--- src/rtl/i2c_pkg.sv ---
// Shared I2C definitions: FSM state codes seen by both the controller and the data path,
// plus the controller's SDA drive decode.
package i2c_pkg;

  localparam int I2C_STATE_W = 4;

  typedef enum logic [I2C_STATE_W-1:0] {
    ST_IDLE       = 4'd0,
    ST_START      = 4'd1,
    ST_ADDRESS    = 4'd2,
    ST_READ_ACK   = 4'd3,
    ST_WRITE      = 4'd4,
    ST_READ       = 4'd5,
    ST_READ_ACK_1 = 4'd6,
    ST_WRITE_ACK  = 4'd7,
    ST_STOP       = 4'd8
  } i2c_state_e;

  // {sda_sel, sda_ctrl} to present while in a given state.
  function automatic logic [1:0] sda_drive(input i2c_state_e st);
    case (st)
      ST_START, ST_STOP:   return 2'b00;
      ST_ADDRESS, ST_WRITE: return 2'b11;
      default:             return 2'b01;
    endcase
  endfunction

endpackage

--- src/rtl/i2c_scl_gen.sv ---
// SCL generator: half-period divider that toggles SCL on wrap and flags the falling
// (scl_n) and rising (scl_p) edges one cycle ahead. Idles with SCL high and divider at 0.
module i2c_scl_gen #(
  parameter int HALF_PERIOD = 4
) (
  input  logic clk,
  input  logic rst,
  input  logic run,
  output logic scl,
  output logic scl_n,
  output logic scl_p
);

  localparam int DIV_W = $clog2(HALF_PERIOD);
  localparam logic [DIV_W-1:0] DIV_LAST = DIV_W'(HALF_PERIOD - 1);

  logic [DIV_W-1:0] r_div;
  logic             r_scl;
  logic             w_wrap;

  assign w_wrap = run && (r_div == DIV_LAST);

  always_ff @(posedge clk) begin
    if (rst || !run) begin
      r_div <= '0;
      r_scl <= 1'b1;
    end else if (w_wrap) begin
      r_div <= '0;
      r_scl <= ~r_scl;
    end else begin
      r_div <= r_div + 1'b1;
    end
  end

  assign scl   = r_scl;
  assign scl_n = w_wrap & r_scl;
  assign scl_p = w_wrap & ~r_scl;

endmodule

--- src/rtl/i2c_master_ctrl.sv ---
// I2C master control FSM: sequences START, address, ACK, one data byte and STOP on the
// SCL falling-edge tick, samples ACK on the rising tick, and owns SDA outside data bits.
module i2c_master_ctrl
  import i2c_pkg::*;
#(
  parameter int HALF_PERIOD = 4
) (
  input  logic                   clk,
  input  logic                   rst,
  input  logic                   start,
  input  logic                   rw,
  input  logic                   counter,
  input  logic                   sda_in,
  output logic [I2C_STATE_W-1:0] state,
  output logic                   scl_n,
  output logic                   scl,
  output logic                   sda_ctrl,
  output logic                   sda_sel,
  output logic                   busy,
  output logic                   done,
  output logic                   ack_err
);

  localparam int HOLD_W = $clog2(HALF_PERIOD);
  localparam logic [HOLD_W-1:0] HOLD_LAST = HOLD_W'(HALF_PERIOD - 1);

  i2c_state_e       r_state;
  logic             r_rw;
  logic             r_ack;
  logic             r_busy;
  logic             r_done;
  logic             r_ack_err;
  logic             r_sda_ctrl;
  logic             r_sda_sel;
  logic [HOLD_W-1:0] r_hold_cnt;

  logic w_scl;
  logic w_scl_n;
  logic w_scl_p;
  logic w_run;
  logic w_stop_hi;
  logic w_stop_end;

  // Once SCL is high in STOP the generator is parked so SCL cannot fall again;
  // the final half period is timed locally instead.
  assign w_stop_hi  = (r_state == ST_STOP) && w_scl;
  assign w_stop_end = w_stop_hi && (r_hold_cnt == HOLD_LAST);
  assign w_run      = r_busy && !w_stop_hi;

  i2c_scl_gen #(
    .HALF_PERIOD(HALF_PERIOD)
  ) u_scl_gen (
    .clk  (clk),
    .rst  (rst),
    .run  (w_run),
    .scl  (w_scl),
    .scl_n(w_scl_n),
    .scl_p(w_scl_p)
  );

  always_ff @(posedge clk) begin
    if (rst) begin
      r_state    <= ST_IDLE;
      r_rw       <= 1'b0;
      r_ack      <= 1'b0;
      r_busy     <= 1'b0;
      r_done     <= 1'b0;
      r_ack_err  <= 1'b0;
      r_sda_ctrl <= 1'b1;
      r_sda_sel  <= 1'b0;
      r_hold_cnt <= '0;
    end else begin
      r_done     <= 1'b0;
      r_hold_cnt <= w_stop_hi ? r_hold_cnt + 1'b1 : '0;
      if (w_scl_p && (r_state == ST_READ_ACK || r_state == ST_READ_ACK_1))
        r_ack <= sda_in;
      case (r_state)
        ST_IDLE: if (start) begin
          r_state   <= ST_START;
          r_rw      <= rw;
          r_ack_err <= 1'b0;
          r_busy    <= 1'b1;
          {r_sda_sel, r_sda_ctrl} <= sda_drive(ST_START);
        end
        ST_START: if (w_scl_n) begin
          r_state <= ST_ADDRESS;
          {r_sda_sel, r_sda_ctrl} <= sda_drive(ST_ADDRESS);
        end
        ST_ADDRESS: if (w_scl_n && counter) begin
          r_state <= ST_READ_ACK;
          {r_sda_sel, r_sda_ctrl} <= sda_drive(ST_READ_ACK);
        end
        ST_READ_ACK: if (w_scl_n) begin
          if (r_ack) begin
            r_state   <= ST_STOP;
            r_ack_err <= 1'b1;
            {r_sda_sel, r_sda_ctrl} <= sda_drive(ST_STOP);
          end else if (r_rw) begin
            r_state <= ST_READ;
            {r_sda_sel, r_sda_ctrl} <= sda_drive(ST_READ);
          end else begin
            r_state <= ST_WRITE;
            {r_sda_sel, r_sda_ctrl} <= sda_drive(ST_WRITE);
          end
        end
        ST_WRITE: if (w_scl_n && counter) begin
          r_state <= ST_READ_ACK_1;
          {r_sda_sel, r_sda_ctrl} <= sda_drive(ST_READ_ACK_1);
        end
        ST_READ_ACK_1: if (w_scl_n) begin
          r_state <= ST_STOP;
          if (r_ack) r_ack_err <= 1'b1;
          {r_sda_sel, r_sda_ctrl} <= sda_drive(ST_STOP);
        end
        ST_READ: if (w_scl_n && counter) begin
          r_state <= ST_WRITE_ACK;
          {r_sda_sel, r_sda_ctrl} <= sda_drive(ST_WRITE_ACK);
        end
        ST_WRITE_ACK: if (w_scl_n) begin
          r_state <= ST_STOP;
          {r_sda_sel, r_sda_ctrl} <= sda_drive(ST_STOP);
        end
        ST_STOP: if (w_stop_end) begin
          r_state <= ST_IDLE;
          r_busy  <= 1'b0;
          r_done  <= 1'b1;
          {r_sda_sel, r_sda_ctrl} <= sda_drive(ST_IDLE);
        end
        default: begin
          r_state <= ST_IDLE;
          r_busy  <= 1'b0;
          {r_sda_sel, r_sda_ctrl} <= sda_drive(ST_IDLE);
        end
      endcase
    end
  end

  assign state    = r_state;
  assign scl      = w_scl;
  assign scl_n    = w_scl_n;
  assign sda_ctrl = r_sda_ctrl;
  assign sda_sel  = r_sda_sel;
  assign busy     = r_busy;
  assign done     = r_done;
  assign ack_err  = r_ack_err;

endmodule

--- config.mk ---
export PLATFORM = sky130hd
export DESIGN_NAME = i2c_master_ctrl
export DESIGN_NICKNAME = d
export VERILOG_FILES = /design/src/rtl/i2c_pkg.sv /design/src/rtl/i2c_scl_gen.sv /design/src/rtl/i2c_master_ctrl.sv
export SDC_FILE = /design/constraint.sdc
export NUM_CORES = 1
export LEC_CHECK = 0
export ABC_AREA = 1
export CAP_MARGIN = 25
export CORE_ASPECT_RATIO = 1.4
export CORE_UTILIZATION = 40
export DETAILED_ROUTE_END_ITERATION = 12
export HOLD_SLACK_MARGIN = 0.06
export PLACE_DENSITY = 0.63
export SYNTH_ARGS = -nofsm -noshare
export SYNTH_HDL_FRONTEND = slang
export SYNTH_SLANG_ARGS = --single-unit
--- constraint.sdc ---
create_clock -name clk -period 1.2 [get_ports clk]
set_input_delay 0.18 -clock clk [delete_from_list [all_inputs] [get_ports clk]]
set_output_delay 0.18 -clock clk [all_outputs]
set_load 0.005 [all_outputs]
==> impl_metrics.py, run 1 <==
metrics = {
    "status": {
        "status": "finished, violations left",
        "violations": "negative setup slack",
    },
    "logic_synthesis": {
        "ys_top_cells_by_area": "dfxtp_1 (38%), nand2_1 (10%), nor2_1 (9.0%), inv_1 (8.1%), nand3_1 (7.8%)",
        "yosys_warnings": 0,
        "syn_inst": 121,
        "syn_avg_cell_area_um2": 6.93,
        "syn_nets": 129,
        "yosysTopAreaCell": "dfxtp_1",
        "yosys.cell_types.count": 17,
        "synth-seq-cells": 16,
        "syn-cell-area_um2": 838,
        "yosysSeqAreaShare": 0.382,
        "yosysTopAreaCellShare": 0.382,
    },
    "timing": {
        "max-slew-margin-rel": 0.833,
        "hold_slack_ns": 0.429,
        "period_share": 1.17,
        "hold_viol": 0,
        "rsz0062_at_grt": "true",
        "fin_skew_ns": 0.00402,
        "fmax_mhz": 714,
        "finalCriticalPeriod_ns": 1.40,
        "setup_viol": 12,
        "max_slew.worst_pin.slew_ns": 0.248,
        "layout_setup_ws_ns": -0.200,
        "final.setup.tns_ns": -1.58,
        "drv_slew": 0,
    },
    "layout": {
        "fin_nets": 177,
        "drive_above_1_share": 0.530,
        "layout_common_cells": "buf_4 (16), nand2_1 (14), inv_1 (13), nor2_1 (12)",
        "final_common_cell": "buf_4",
        "final_core_util": 0.729,
        "area_growth_pct": 71.6,
        "diodes": 0,
        "fillerInstances": 169,
    },
    "drt": {
        "drt-vias-per-instance": 4.92,
        "vias": 930,
        "route.detailed.drc": 0,
        "first_iter_violations": 7,
        "ant_nets": 0,
        "drt-total-wl_um": 2340,
        "drt-pass1-iter-count": 4,
        "wl_per_cell_um": 12.4,
    },
    "clock_tree": {
        "cts_tree": "done",
        "htree_levels": 1,
        "ctsHoldBuffers": 0,
        "cts_buffer_depth": 2,
        "root_buffer": "clkbuf_4",
        "cts.sinks": 16,
        "numCtsBuffers": 3,
        "clk_latency_ns": 0.29,
        "clkTransAtPathRegs_ns": 0.10,
    },
    "power_and_ir_drop": {
        "powerDensity_mw_per_mm2": 1870,
        "p_comb_frac": 0.598,
        "intPower_mw": 1.60,
        "pwr-share-seq": 0.269,
        "power.share.clock": 0.133,
        "p_sw_frac": 0.408,
        "p_leak_nw": 0.670,
        "p_sw_mw": 1.10,
        "max-vdd-ir-drop_uv": 977,
    },
    "global_routing": {
        "antenna_found_initial": 0,
        "grt_pass1_vias": 965,
        "grtUsageTotal": 0.239,
        "grt_max_degree": 10,
        "grt_remaining_overflow": 0,
        "grt_pass1_wl_um": 3820,
    },
    "min_path": {
        "min_path_cells": 1,
        "hp-class": "reg2reg",
    },
    "worst_setup_path": {
        "r2r_setup_slack_ns": -0.20,
        "worstPathArrival_ns": 1.59,
        "critPathKind": "reg2reg",
        "critPathCaptureType": "flip-flop",
        "r2r.worst_path.cells": 11,
        "cp-start-kind": "flip-flop",
        "cp.required_ns": 1.39,
        "cp_max_fo": 5,
    },
    "place": {
        "port_buffers": 16,
        "gp_congestion": 0.782,
        "dp_hpwl_um": 1610,
    },
    "die": {
        "die_w_um": 40.7,
        "io_pins": 17,
        "num_rows": 19,
        "core-area_mm2": 0.00197,
        "start_util": 0.425,
        "dieArea_mm2": 0.00229,
        "die_height_um": 56.2,
    },
    "flow_run": {
        "maxCapViolCount": 0,
    },
}
-- area by class of cell --
class / instances / area, um2 / share of cell area
inverters: 20 / 75.1 / 0.0522
multi-input cells: 87 / 602 / 0.418
flip-flops and latches: 16 / 338 / 0.235
well taps: 21 / 26.3 / 0.0183
clock buffers: 4 / 36.3 / 0.0252
repair buffers: 41 / 362 / 0.251
-- worst max-delay path, stage by stage, from the launching register on --
cell and delay (ns):
dfxtp_2 0.36, buf_6 0.10, buf_6 0.10, nor2_1 0.04, nand2_1 0.09, inv_2 0.06
nand2_2 0.07, nand2_4 0.07, a21oi_4 0.21, nand2_4 0.08, nor2_1 0.09, nor2_1 0.05
-- path summary, 6_finish.rpt --
path | start | endpoint
max | state[3]$_SDFFE_PP0P_ | state[1]$_SDFFE_PP0P_
min | r_hold_cnt[0]$_SDFF_PP0_ | r_hold_cnt[0]$_SDFF_PP0_
max reg2reg | state[3]$_SDFFE_PP0P_ | state[1]$_SDFFE_PP0P_
min reg2reg | r_hold_cnt[0]$_SDFF_PP0_ | r_hold_cnt[0]$_SDFF_PP0_
-- registers in the layout, summed over array words and instances, names as in the netlist --
name	flops
done	1
busy	1
r_hold_cnt	2
ack_err	1
sda_ctrl	1
r_rw	1
sda_sel	1
u_scl_gen.r_div	2
r_ack	1
state	4
u_scl_gen.scl	1
-- metal layers --
metal / GRT usage / wire, um
met1: 0.248 / 892
met2: 0.392 / 1300
met3: 0.0480 / 52
met4: 0.167 / 97
met5: 0 / 0
-- cell usage after synthesis, drive strengths merged --
library cell	n
a21oi	10
dfxtp	16
ha	2
inv	20
nand2	28
nand3	13
nand3b	1
nand4	1
nor2	21
nor3	1
o21ai	7
o21bai	1
-- power by group through the flow --
stage               Combinational (mW)  Clock [mW]  Sequential, mW
floorplan                        0.685           0           0.744
global placement                  1.27           0           0.706
detailed placement                1.29           0           0.712
CTS                               1.49       0.369           0.721
global route                      1.78       0.380           0.734
finish                            1.61       0.360           0.725
-- kinds of logic (layout without fill, tap and decap cells) --
group / count (synthesis) / count (layout) / share of synthesized area
and+or+nand+nor: 65 / 65 / 0.361
AOI/OAI and AO/OA: 18 / 20 / 0.137
DFF: 16 / 16 / 0.382
buffers and inverters: 20 / 65 / 0.0895
adders and majority gates: 2 / 2 / 0.0298
-- through the flow --
stage	setup slack, ns	total power, mW	cell area (um2)	instances
after global routing	-0.287	2.89	1440	189
after floorplan	-0.0406	1.43	851	121
final	-0.200	2.70	1440	189
after CTS	-0.201	2.58	1370	190
after global placement	-0.244	1.97	1200	180
after detailed placement	-0.258	2.00	1200	180
-- what timing repair did --
action | 4_1_cts | 5_1_grt
setup endpoints to repair | 26 | 22
buffers inserted | 5 | 1
pin swaps | 10 | 15
gates resized for setup | 50 | 30
gates cloned | 2 | 0
No activity file was read; power rests on OpenSTA's default activity.
==> run 2, diff against run 1 <==
- CAP_MARGIN: 25 -> 20
- SKIP_LAST_GASP: not set -> 1
==> run 2 against run 1 <==
  * The run still ends with negative setup slack left
  * Flip-flop and latch count stayed put
  * Sequential power is essentially flat
  * First-iteration DRC count up 57%
  * Sequential share of layout area rose by 0.12 points
  * Clock power about the same
  * Cell count is the same
  * Clock-buffer cell count did not move
==> impl_metrics.py, run 2 (synthesized netlist as in run 1, its figures left out) <==
metrics = {
    "layout": {
        "fin_nets": 177,
        "fillerInstances": 170,
        "layout_common_cells": "nand2_1 (16), buf_4 (16), inv_1 (14), nor2_1 (13)",
        "largest_register_ffs": 4,
        "final_core_util": 0.725,
        "diodes": 0,
        "drive_above_1_share": 0.506,
        "area_growth_pct": 70.7,
    },
    "drt": {
        "wl_per_cell_um": 12.3,
        "first_iter_violations": 11,
        "route.detailed.drc": 0,
        "drt-total-wl_um": 2320,
        "ant_nets": 0,
        "drt-pass1-iter-count": 4,
        "drt-vias-per-instance": 4.98,
        "vias": 941,
    },
    "die": {
        "dieArea_mm2": 0.00229,
        "io_pins": 17,
        "die_height_um": 56.2,
        "start_util": 0.425,
        "core-area_mm2": 0.00197,
        "num_rows": 19,
        "die_w_um": 40.7,
    },
    "global_routing": {
        "antenna_found_initial": 0,
        "grt_max_degree": 10,
        "grtUsageTotal": 0.239,
        "grt_remaining_overflow": 0,
        "grt_pass1_wl_um": 3820,
        "grt_pass1_vias": 965,
    },
    "clock_tree": {
        "ctsHoldBuffers": 0,
        "cts.sinks": 16,
        "clk_latency_ns": 0.29,
        "cts_tree": "done",
        "cts_buffer_depth": 2,
        "clkTransAtPathRegs_ns": 0.10,
        "numCtsBuffers": 3,
        "htree_levels": 1,
        "root_buffer": "clkbuf_4",
    },
    "timing": {
        "setup_viol": 12,
        "finalCriticalPeriod_ns": 1.40,
        "hold_viol": 0,
        "final.setup.tns_ns": -1.59,
        "layout_setup_ws_ns": -0.201,
        "rsz0062_at_grt": "true",
        "hold_slack_ns": 0.429,
        "fin_skew_ns": 0.00500,
        "period_share": 1.17,
        "drv_slew": 0,
        "max-slew-margin-rel": 0.832,
        "fmax_mhz": 714,
        "max_slew.worst_pin.slew_ns": 0.250,
    },
    "place": {
        "port_buffers": 16,
        "dp_hpwl_um": 1610,
        "gp_congestion": 0.782,
    },
    "worst_setup_path": {
        "cp-start-kind": "flip-flop",
        "critPathCaptureType": "flip-flop",
        "worstPathArrival_ns": 1.59,
        "cp_max_fo": 5,
        "critPathKind": "reg2reg",
        "cp.required_ns": 1.39,
    },
    "power_and_ir_drop": {
        "p_leak_nw": 0.669,
        "max-vdd-ir-drop_uv": 975,
        "powerDensity_mw_per_mm2": 1870,
        "finalPower_mw": 2.68,
    },
    "min_path": {
        "hp-class": "reg2reg",
    },
    "status": {
        "status": "finished, violations left",
        "violations": "negative setup slack",
    },
    "flow_run": {
        "maxCapViolCount": 0,
    },
}
[run 2: cell count changes in the layout (fill, tap and decap cells not counted)]
cell,delta
inv_1,+1
nand2_2,-2
inv_2,-1
nor2_1,+1
nor2_2,-1
clkbuf_2,+1
buf_2,-1
nand2_1,+2
[run 2: area by class of cell]
| class | count | area [um2] | share of cell area |
|---|---|---|---|
| multi-input cells | 87 | 594 | 0.415 |
| repair buffers | 41 | 362 | 0.253 |
| flip-flops and latches | 16 | 338 | 0.236 |
| inverters | 20 | 75.1 | 0.0524 |
| clock buffers | 4 | 36.3 | 0.0253 |
| well taps | 21 | 26.3 | 0.0184 |
[run 2: worst paths after layout]
check | start | slack, ns | cells after the start | to
min | r_hold_cnt[0]$_SDFF_PP0_ | 0.43 | 1 | r_hold_cnt[0]$_SDFF_PP0_
min reg2reg | r_hold_cnt[0]$_SDFF_PP0_ | 0.43 | 1 | r_hold_cnt[0]$_SDFF_PP0_
max reg2reg | state[3]$_SDFFE_PP0P_ | -0.20 | 11 | state[1]$_SDFFE_PP0P_
max | state[3]$_SDFFE_PP0P_ | -0.20 | 11 | state[1]$_SDFFE_PP0P_
[run 2: timing repair]
action | CTS | global route
endpoints found under the setup margin | 26 | 22
cloned | 2 | 0
pin swaps | 10 | 15
setup buffers | 5 | 1
gates resized for setup | 48 | 27
[run 2: per-layer routing]
| layer | part of all wire | up-vias | GRT usage | wire length (um) |
|---|---|---|---|---|
| met3 | 0.022 | 10 | 0.0480 | 50 |
| met4 | 0.042 | 0 | 0.167 | 97 |
| met5 | 0 | - | 0 | 0 |
| met1 | 0.38 | 430 | 0.248 | 889 |
| met2 | 0.55 | 18 | 0.392 | 1280 |
| li1 | - | 483 | - | - |
[run 2: metrics by stage]
stage / setup WS, ns / cell area (um2) / instances
floorplan: -0.0406 / 851 / 121
global placement: -0.244 / 1200 / 180
detailed placement: -0.258 / 1200 / 180
CTS: -0.205 / 1370 / 190
global route: -0.287 / 1430 / 189
finish: -0.201 / 1430 / 189
[run 2: critical path, cell delays in order, from the launching register on]
cell,delay (ns)
dfxtp_2,0.36
buf_6,0.10
buf_6,0.10
nor2_1,0.04
nand2_1,0.09
inv_2,0.06
nand2_2,0.07
nand2_4,0.07
a21oi_4,0.21
nand2_4,0.08
nor2_1,0.10
nor2_1,0.05
[run 2: where the power goes]
part           internal, mW  switching [mW]
clock network         0.185           0.172
registers             0.644          0.0806
logic                 0.761           0.837
